**src/rtl/apb_pkg.sv**
```systemverilog
// Shared APB definitions: requester state encoding and default bus widths.
package apb_pkg;

  localparam int APB_ADDR_W = 10;
  localparam int APB_DATA_W = 32;

  typedef enum logic [1:0] {
    IDLE   = 2'd0,
    SETUP  = 2'd1,
    ACCESS = 2'd2,
    RESP   = 2'd3
  } apb_mst_state_t;

endpackage

```
**src/rtl/apb_cmd_master.sv**
```systemverilog
// APB requester: turns a valid/ready command into one SETUP/ACCESS transfer and
// returns read data or a timeout status on a valid/ready response channel.
module apb_cmd_master
  import apb_pkg::*;
#(
  parameter int ADDR_WIDTH = APB_ADDR_W,
  parameter int DATA_WIDTH = APB_DATA_W,
  parameter int TIMEOUT    = 16
) (
  input  logic                  pclk,
  input  logic                  PRESETn,
  input  logic                  req_valid,
  output logic                  req_ready,
  input  logic [ADDR_WIDTH-1:0] req_addr,
  input  logic                  req_write,
  input  logic [DATA_WIDTH-1:0] req_wdata,
  output logic                  rsp_valid,
  input  logic                  rsp_ready,
  output logic [DATA_WIDTH-1:0] rsp_rdata,
  output logic                  rsp_err,
  output logic [ADDR_WIDTH-1:0] paddr,
  output logic                  pwrite,
  output logic                  psel,
  output logic                  penable,
  output logic [DATA_WIDTH-1:0] pwdata,
  input  logic [DATA_WIDTH-1:0] prdata,
  input  logic                  pready
);

  localparam int CNT_W = (TIMEOUT > 2) ? $clog2(TIMEOUT) : 1;
  localparam logic [CNT_W-1:0] CNT_LAST = CNT_W'(TIMEOUT - 1);

  apb_mst_state_t        state_r;
  apb_mst_state_t        state_s;
  logic [CNT_W-1:0]      wait_cnt_r;
  logic                  wait_last_s;
  logic [ADDR_WIDTH-1:0] paddr_r;
  logic                  pwrite_r;
  logic [DATA_WIDTH-1:0] pwdata_r;
  logic [DATA_WIDTH-1:0] rsp_rdata_r;
  logic                  rsp_err_r;

  assign wait_last_s = (wait_cnt_r == CNT_LAST);

  // Next-state decode; pready only steers the state, never an output directly.
  always_comb begin
    state_s = state_r;
    case (state_r)
      IDLE: begin
        if (req_valid) state_s = SETUP;
        else           state_s = IDLE;
      end
      SETUP: state_s = ACCESS;
      ACCESS: begin
        if (pready)           state_s = RESP;
        else if (wait_last_s) state_s = RESP;
        else                  state_s = ACCESS;
      end
      RESP: begin
        if (rsp_ready) state_s = IDLE;
        else           state_s = RESP;
      end
      default: state_s = IDLE;
    endcase
  end

  // State register.
  always_ff @(posedge pclk or negedge PRESETn) begin
    if (!PRESETn) state_r <= IDLE;
    else          state_r <= state_s;
  end

  // Capture the command on acceptance; held until the next accepted command.
  always_ff @(posedge pclk or negedge PRESETn) begin
    if (!PRESETn) begin
      paddr_r  <= {ADDR_WIDTH{1'b0}};
      pwrite_r <= 1'b0;
      pwdata_r <= {DATA_WIDTH{1'b0}};
    end else if (state_r == IDLE && req_valid) begin
      paddr_r  <= req_addr;
      pwrite_r <= req_write;
      pwdata_r <= req_wdata;
    end
  end

  // ACCESS wait counter: cleared in SETUP, saturates at TIMEOUT-1.
  always_ff @(posedge pclk or negedge PRESETn) begin
    if (!PRESETn) begin
      wait_cnt_r <= {CNT_W{1'b0}};
    end else if (state_r == SETUP) begin
      wait_cnt_r <= {CNT_W{1'b0}};
    end else if (state_r == ACCESS && !pready && !wait_last_s) begin
      wait_cnt_r <= wait_cnt_r + CNT_W'(1);
    end
  end

  // Response capture at the end of ACCESS; held through RESP.
  always_ff @(posedge pclk or negedge PRESETn) begin
    if (!PRESETn) begin
      rsp_rdata_r <= {DATA_WIDTH{1'b0}};
      rsp_err_r   <= 1'b0;
    end else if (state_r == ACCESS) begin
      if (pready) begin
        rsp_rdata_r <= pwrite_r ? {DATA_WIDTH{1'b0}} : prdata;
        rsp_err_r   <= 1'b0;
      end else if (wait_last_s) begin
        rsp_rdata_r <= {DATA_WIDTH{1'b0}};
        rsp_err_r   <= 1'b1;
      end
    end
  end

  assign req_ready = (state_r == IDLE);
  assign psel      = (state_r == SETUP) || (state_r == ACCESS);
  assign penable   = (state_r == ACCESS);
  assign rsp_valid = (state_r == RESP);
  assign paddr     = paddr_r;
  assign pwrite    = pwrite_r;
  assign pwdata    = pwdata_r;
  assign rsp_rdata = rsp_rdata_r;
  assign rsp_err   = rsp_err_r;

endmodule

```
**config.mk**
```make
export PLATFORM = sky130hd
export DESIGN_NAME = apb_cmd_master
export DESIGN_NICKNAME = d
export VERILOG_FILES = /design/src/rtl/apb_pkg.sv /design/src/rtl/apb_cmd_master.sv
export SDC_FILE = /design/constraint.sdc
export NUM_CORES = 1
export LEC_CHECK = 0
export ABC_AREA = 1
export BUFFER_PORTS_ARGS = -buffer_cell sky130_fd_sc_hd__buf_2
export CAP_MARGIN = 20
export CORE_MARGIN = 1
export CORE_UTILIZATION = 47
export DETAILED_ROUTE_END_ITERATION = 7
export PLACE_DENSITY = 0.87
export SLEW_MARGIN = 20
export SYNTH_ARGS = -nofsm -noshare
export SYNTH_HDL_FRONTEND = slang
export SYNTH_SLANG_ARGS = --single-unit
```
**constraint.sdc**
```tcl
create_clock -name pclk -period 1.9 [get_ports pclk]
set_input_delay 0.38 -clock pclk [delete_from_list [all_inputs] [get_ports pclk]]
set_output_delay 0.38 -clock pclk [all_outputs]
set_load 0.05 [all_outputs]
```
### Word-level counts from Yosys, hierarchy flattened

Cells that the tools add are included.

* $add $sub $neg: 1
* equality and inequality tests: 4
* reduce and logical (&&, ||, !) cells: 10
* multiplexer cells: 12

Operator list (number)
* 32-bit two-way mux: 3
* 4-bit two-way mux: 2
* 2-bit one-hot mux with 4 select lines: 1
* 1-bit two-way mux: 5
* 4-bit by 1-bit adder with 4-bit output (second input constant): 1
* 2-bit == test (second input constant): 2
* 4-bit == test (second input constant): 1
* 2-bit nonzero test: 2
* 1-bit logical AND: 3
* 2-bit by 1-bit == test with 1-bit output (second input constant): 1
* 1-bit logical NOT: 2
* 2-bit logical NOT: 1
* 2-bit two-way mux: 1
* 2-bit AND reduction: 1
* 1-bit logical OR: 1

* logic and storage cells: 34
* output and inout bits: 80
* bits of input ports: 80
* register bits: 82

### Depth between registers and ports, before layout

* depth after elaboration: 5
* depth in mapped cells: 9
* gate-level depth less buffers: 8

### Least setup slack after synthesis

No wires, ideal clock.

* path kind: reg2reg
* start point: register state_r[0]
* end point: register rsp_rdata_r[22], in the netlist rsp_rdata[22]
* period minus slack after synthesis: 1740 ps
* cell stages (with the launch flop): 7
* arrival: 1673 ps
* library setup time: 67 ps
* slack: 160 ps
* data required time: 1833 ps
* buffers on the path: 2
* cells stage by stage: dfrtp_1 -> inv_1 -> ha_1 -> buf_4 -> clkbuf_1 -> nand4_1 -> nand2_1

* word-level cells in the longest chain between the ends: 2

Ends and longest elaborated chain
* from (decl): RTL line apb_cmd_master.sv:33 `apb_mst_state_t state_r;`
* from (signal assigned): RTL line apb_cmd_master.sv:70 `else state_r <= state_s;`
* 2-bit == test
* net penable: RTL line apb_cmd_master.sv:24 `output logic penable,`
* 2-bit AND reduction (no line)
* to (signal assigned): RTL line apb_cmd_master.sv:100 `rsp_rdata_r <= {DATA_WIDTH{1'b0}};`
* to (signal assigned): RTL line apb_cmd_master.sv:104 `rsp_rdata_r <= pwrite_r ? {DATA_WIDTH{1'b0}} : prdata;`
* to (signal assigned): RTL line apb_cmd_master.sv:107 `rsp_rdata_r <= {DATA_WIDTH{1'b0}};`
* to (decl): RTL line apb_cmd_master.sv:40 `logic [DATA_WIDTH-1:0] rsp_rdata_r;`

The timed path passes the listed nets, and every way through them passes these cells.
A chain may end at the register's enable or synchronous reset.

### Worst setup path in the final report

* start point: register state_r[0]
* end point: output psel

* word-level cells in the longest chain between the ends: 2
* elaborated cells between the ends (all ways): 3
* classes of those cells: 2 x eq/ne; 1 x reduce/logical

Ends and longest elaborated chain
* 2-bit by 1-bit == test with 1-bit output or 2-bit == test (tied branches): RTL line apb_cmd_master.sv:114 `assign psel = (state_r == SETUP) || (state_r == ACCESS);`
* 1-bit logical OR *: RTL line apb_cmd_master.sv:114
* to (decl): RTL line apb_cmd_master.sv:23 `output logic psel,`

Every way passes the cells marked *; elsewhere a longest branch is shown, timed or not.

==> flow_summary.yaml <==
setup_path:
  startpoint_type: "flip-flop"
  rrSetupSlack_ps: 330
  crit_fanout: 4
  r2r_end: "wait_cnt_r[3]"
  endpoint_kind: "output port"
  timing.rr.start: "state_r[0]"
  required_ps: 1520
  worst-r2r-cell-count: 9
  path_class: "reg -> out"
  worstPathArrival_ps: 1410
global_route:
  grt_max_degree: 36
  grt_pass1_wl_um: 13800
  antenna_found_initial: 0
  grt-ovfl-total: 0
  grt_pass1_vias: 3128
  grt_usage_pct: 23.2
pwr:
  seq_power_share_pct: 31.3
  p_total_mw: 9.20
  p_sw_mw: 5.03
  p_leak_nw: 2.72
  power.density_nw_per_um2: 2020
  combPwrFrac_pct: 55.6
  p_clk_share_pct: 13.1
  ir_drop_mv: 1.26
  switching_share_pct: 54.7
  p_int_mw: 4.17
final_layout:
  layout_commonest_cell: "nand2_1"
  diodes: 0
  multi_input_area_um2: 1230
  layout_common_cells: "nand2_1, buf_2, dfrtp_1"
  area_delta_synth_final_pct: 31.2
  register_area_um2: 2050
  nets: 626
  fin_util_pct: 65.3
  drive_above_1_share_pct: 35.3
  nFillCells: 578
detailed_routing:
  drt_iter0_drc: 107
  avgRoutedWirePerCell_um: 13.5
  drc: 0
  viasPerCell: 5.09
  ant_nets: 0
  routed_wl_um: 8640
  dr.pass1.iters: 5
  num_vias: 3257
logic_synthesis:
  yosys-top-cells-area: "dfrtp_1, nand2_1, nand3_1"
  netlist_area_um2: 3480
  synth_top_cell_area_share_pct: 59.0
  synth_cell_types: 19
  synth.ff_latch_count: 82
  netlist_instances: 385
  synth_top_area_cell: "dfrtp_1"
  synth-seq-area-share_pct: 59.0
  synth_area_per_cell_um2: 9.03
  syn_nets: 471
  yosysWarnings: 0
place:
  port_buffers: 159
  dp_hpwl_um: 6310
  dpl_worst_slack_ps: 367
  place.gp.congestion: 0.754
hold_path:
  worstHoldPathCells: 3
  min_path_type: "in -> reg"
  min_to: "pwdata[18]"
  hp-start: "req_wdata[18]"
cts:
  clkSinkCount: 82
  cts.htree.levels: 3
  clkTransAtPathRegs_ps: 90
  clock_latency_ps: 340
  cts-root-buf: "clkbuf_8"
  ctsLongestPathBuffers: 2
  numCtsBuffers: 9
  cts_tree: "built"
die:
  row_count: 30
  die_h_um: 88.0
  fp.dieW_um: 88.0
  die_area_um2: 7740
  start_util_pct: 49.8
  ios: 160
  core-area_um2: 6980
timing:
  finClkSkew_ps: 12.3
  worstMarginPinSlew_ps: 369
  tns_ps: 0
  max_freq_mhz: 559
  finalMaxSlewViolations: 0
  setup_viol: 0
  holdWs_ps: 265
  rsz0062_at_grt: "no"
  relSlewSlack_pct: 75.4
  hold_violations: 0
  setup_slack_ps: 110
  final.period_utilization_pct: 94.2
  period_minus_slack_ps: 1790
run_status:
  outcome: "complete, no violations"
job:
  cap_viol_max_count: 0
[synth_stat cells (all sizes together)]
master	number
a21oi	4
buf	14
clkbuf	14
dfrtp	82
ha	6
inv	12
nand2	164
nand3	50
nand4	33
nor2	4
o21ai	1
xor2	1
[worst max-delay path, stage by stage (launching register included)]
cell and delay (ps):
dfrtp_1 410, inv_1 100, ha_1 300, buf_2 260
[layer usage]
layer | GRT usage (%) | wire, um | share of wire, %
met5 | 0 | 0 | 0
met4 | 9.84 | 144 | 1.7
met3 | 5.47 | 715 | 8.3
met2 | 40.6 | 4090 | 47
met1 | 27.3 | 3690 | 43
[metrics by stage]
step / cells / instance area [um2]
CTS: 640 / 4560
finish: 640 / 4560
global placement: 624 / 4360
floorplan: 385 / 3480
global route: 640 / 4560
detailed placement: 624 / 4360
[state kept, by name (all words and copies together) (netlist names)]
name and count:
pwrite 1, wait_cnt_r 4, state_r 2, rsp_err 1
rsp_rdata 32, paddr 10, pwdata 32
[power groups by stage]
stage                     combinational, mW  sequential, mW  clock (mW)
after global routing                   5.48            2.96        1.30
after CTS                              5.15            2.88        1.23
after global placement                 5.06            2.86           0
after floorplan                        1.52            5.26           0
after detailed placement               5.16            2.88           0
final                                  5.12            2.88        1.20
[how the worst max path moves through the flow]
| stage | from | slack, ps | cells after the start | to |
|---|---|---|---|---|
| 2_1_floorplan | state_r[0] | 160 | 6 | rsp_rdata[22] |
| 3_3_place_gp | state_r[0] | 400 | 9 | wait_cnt_r[1] |
| 3_5_place_dp | state_r[0] | 370 | 9 | wait_cnt_r[3] |
| 4_1_cts | state_r[1] | 50 | 3 | req_ready |
| 5_1_grt | state_r[0] | 3 | 3 | penable |
| 6_report | state_r[0] | 110 | 3 | psel |
[kinds of logic (layout without fill, tap and decap cells)]
kind of cell,after synthesis,after routing,synth area share [%]
simple gates,251,251,32.0
flops,82,82,59.0
buf+inv,40,199,5.51
fa+ha+maj,6,6,2.16
compound gates,5,5,1.04
xor+xnor,1,1,0.252
[area by class of cell]
| cell class | instances | area share, % |
|---|---|---|
| clock buffers | 11 | 2.88 |
| clock inverters | 4 | 1.18 |
| inverters | 12 | 0.988 |
| multi-input cells | 263 | 27.0 |
| flip-flops and latches | 82 | 45.0 |
| well taps | 96 | 2.63 |
| repair buffers | 172 | 20.3 |
[repair_timing]
action	in CTS	in global routing
hold endpoints to repair	12	0
resized for setup	0	1
hold buffers	1	0
buffers inserted	0	0
endpoints found under the setup margin	0	1
Note: power is estimated with default switching activity, not from simulation.
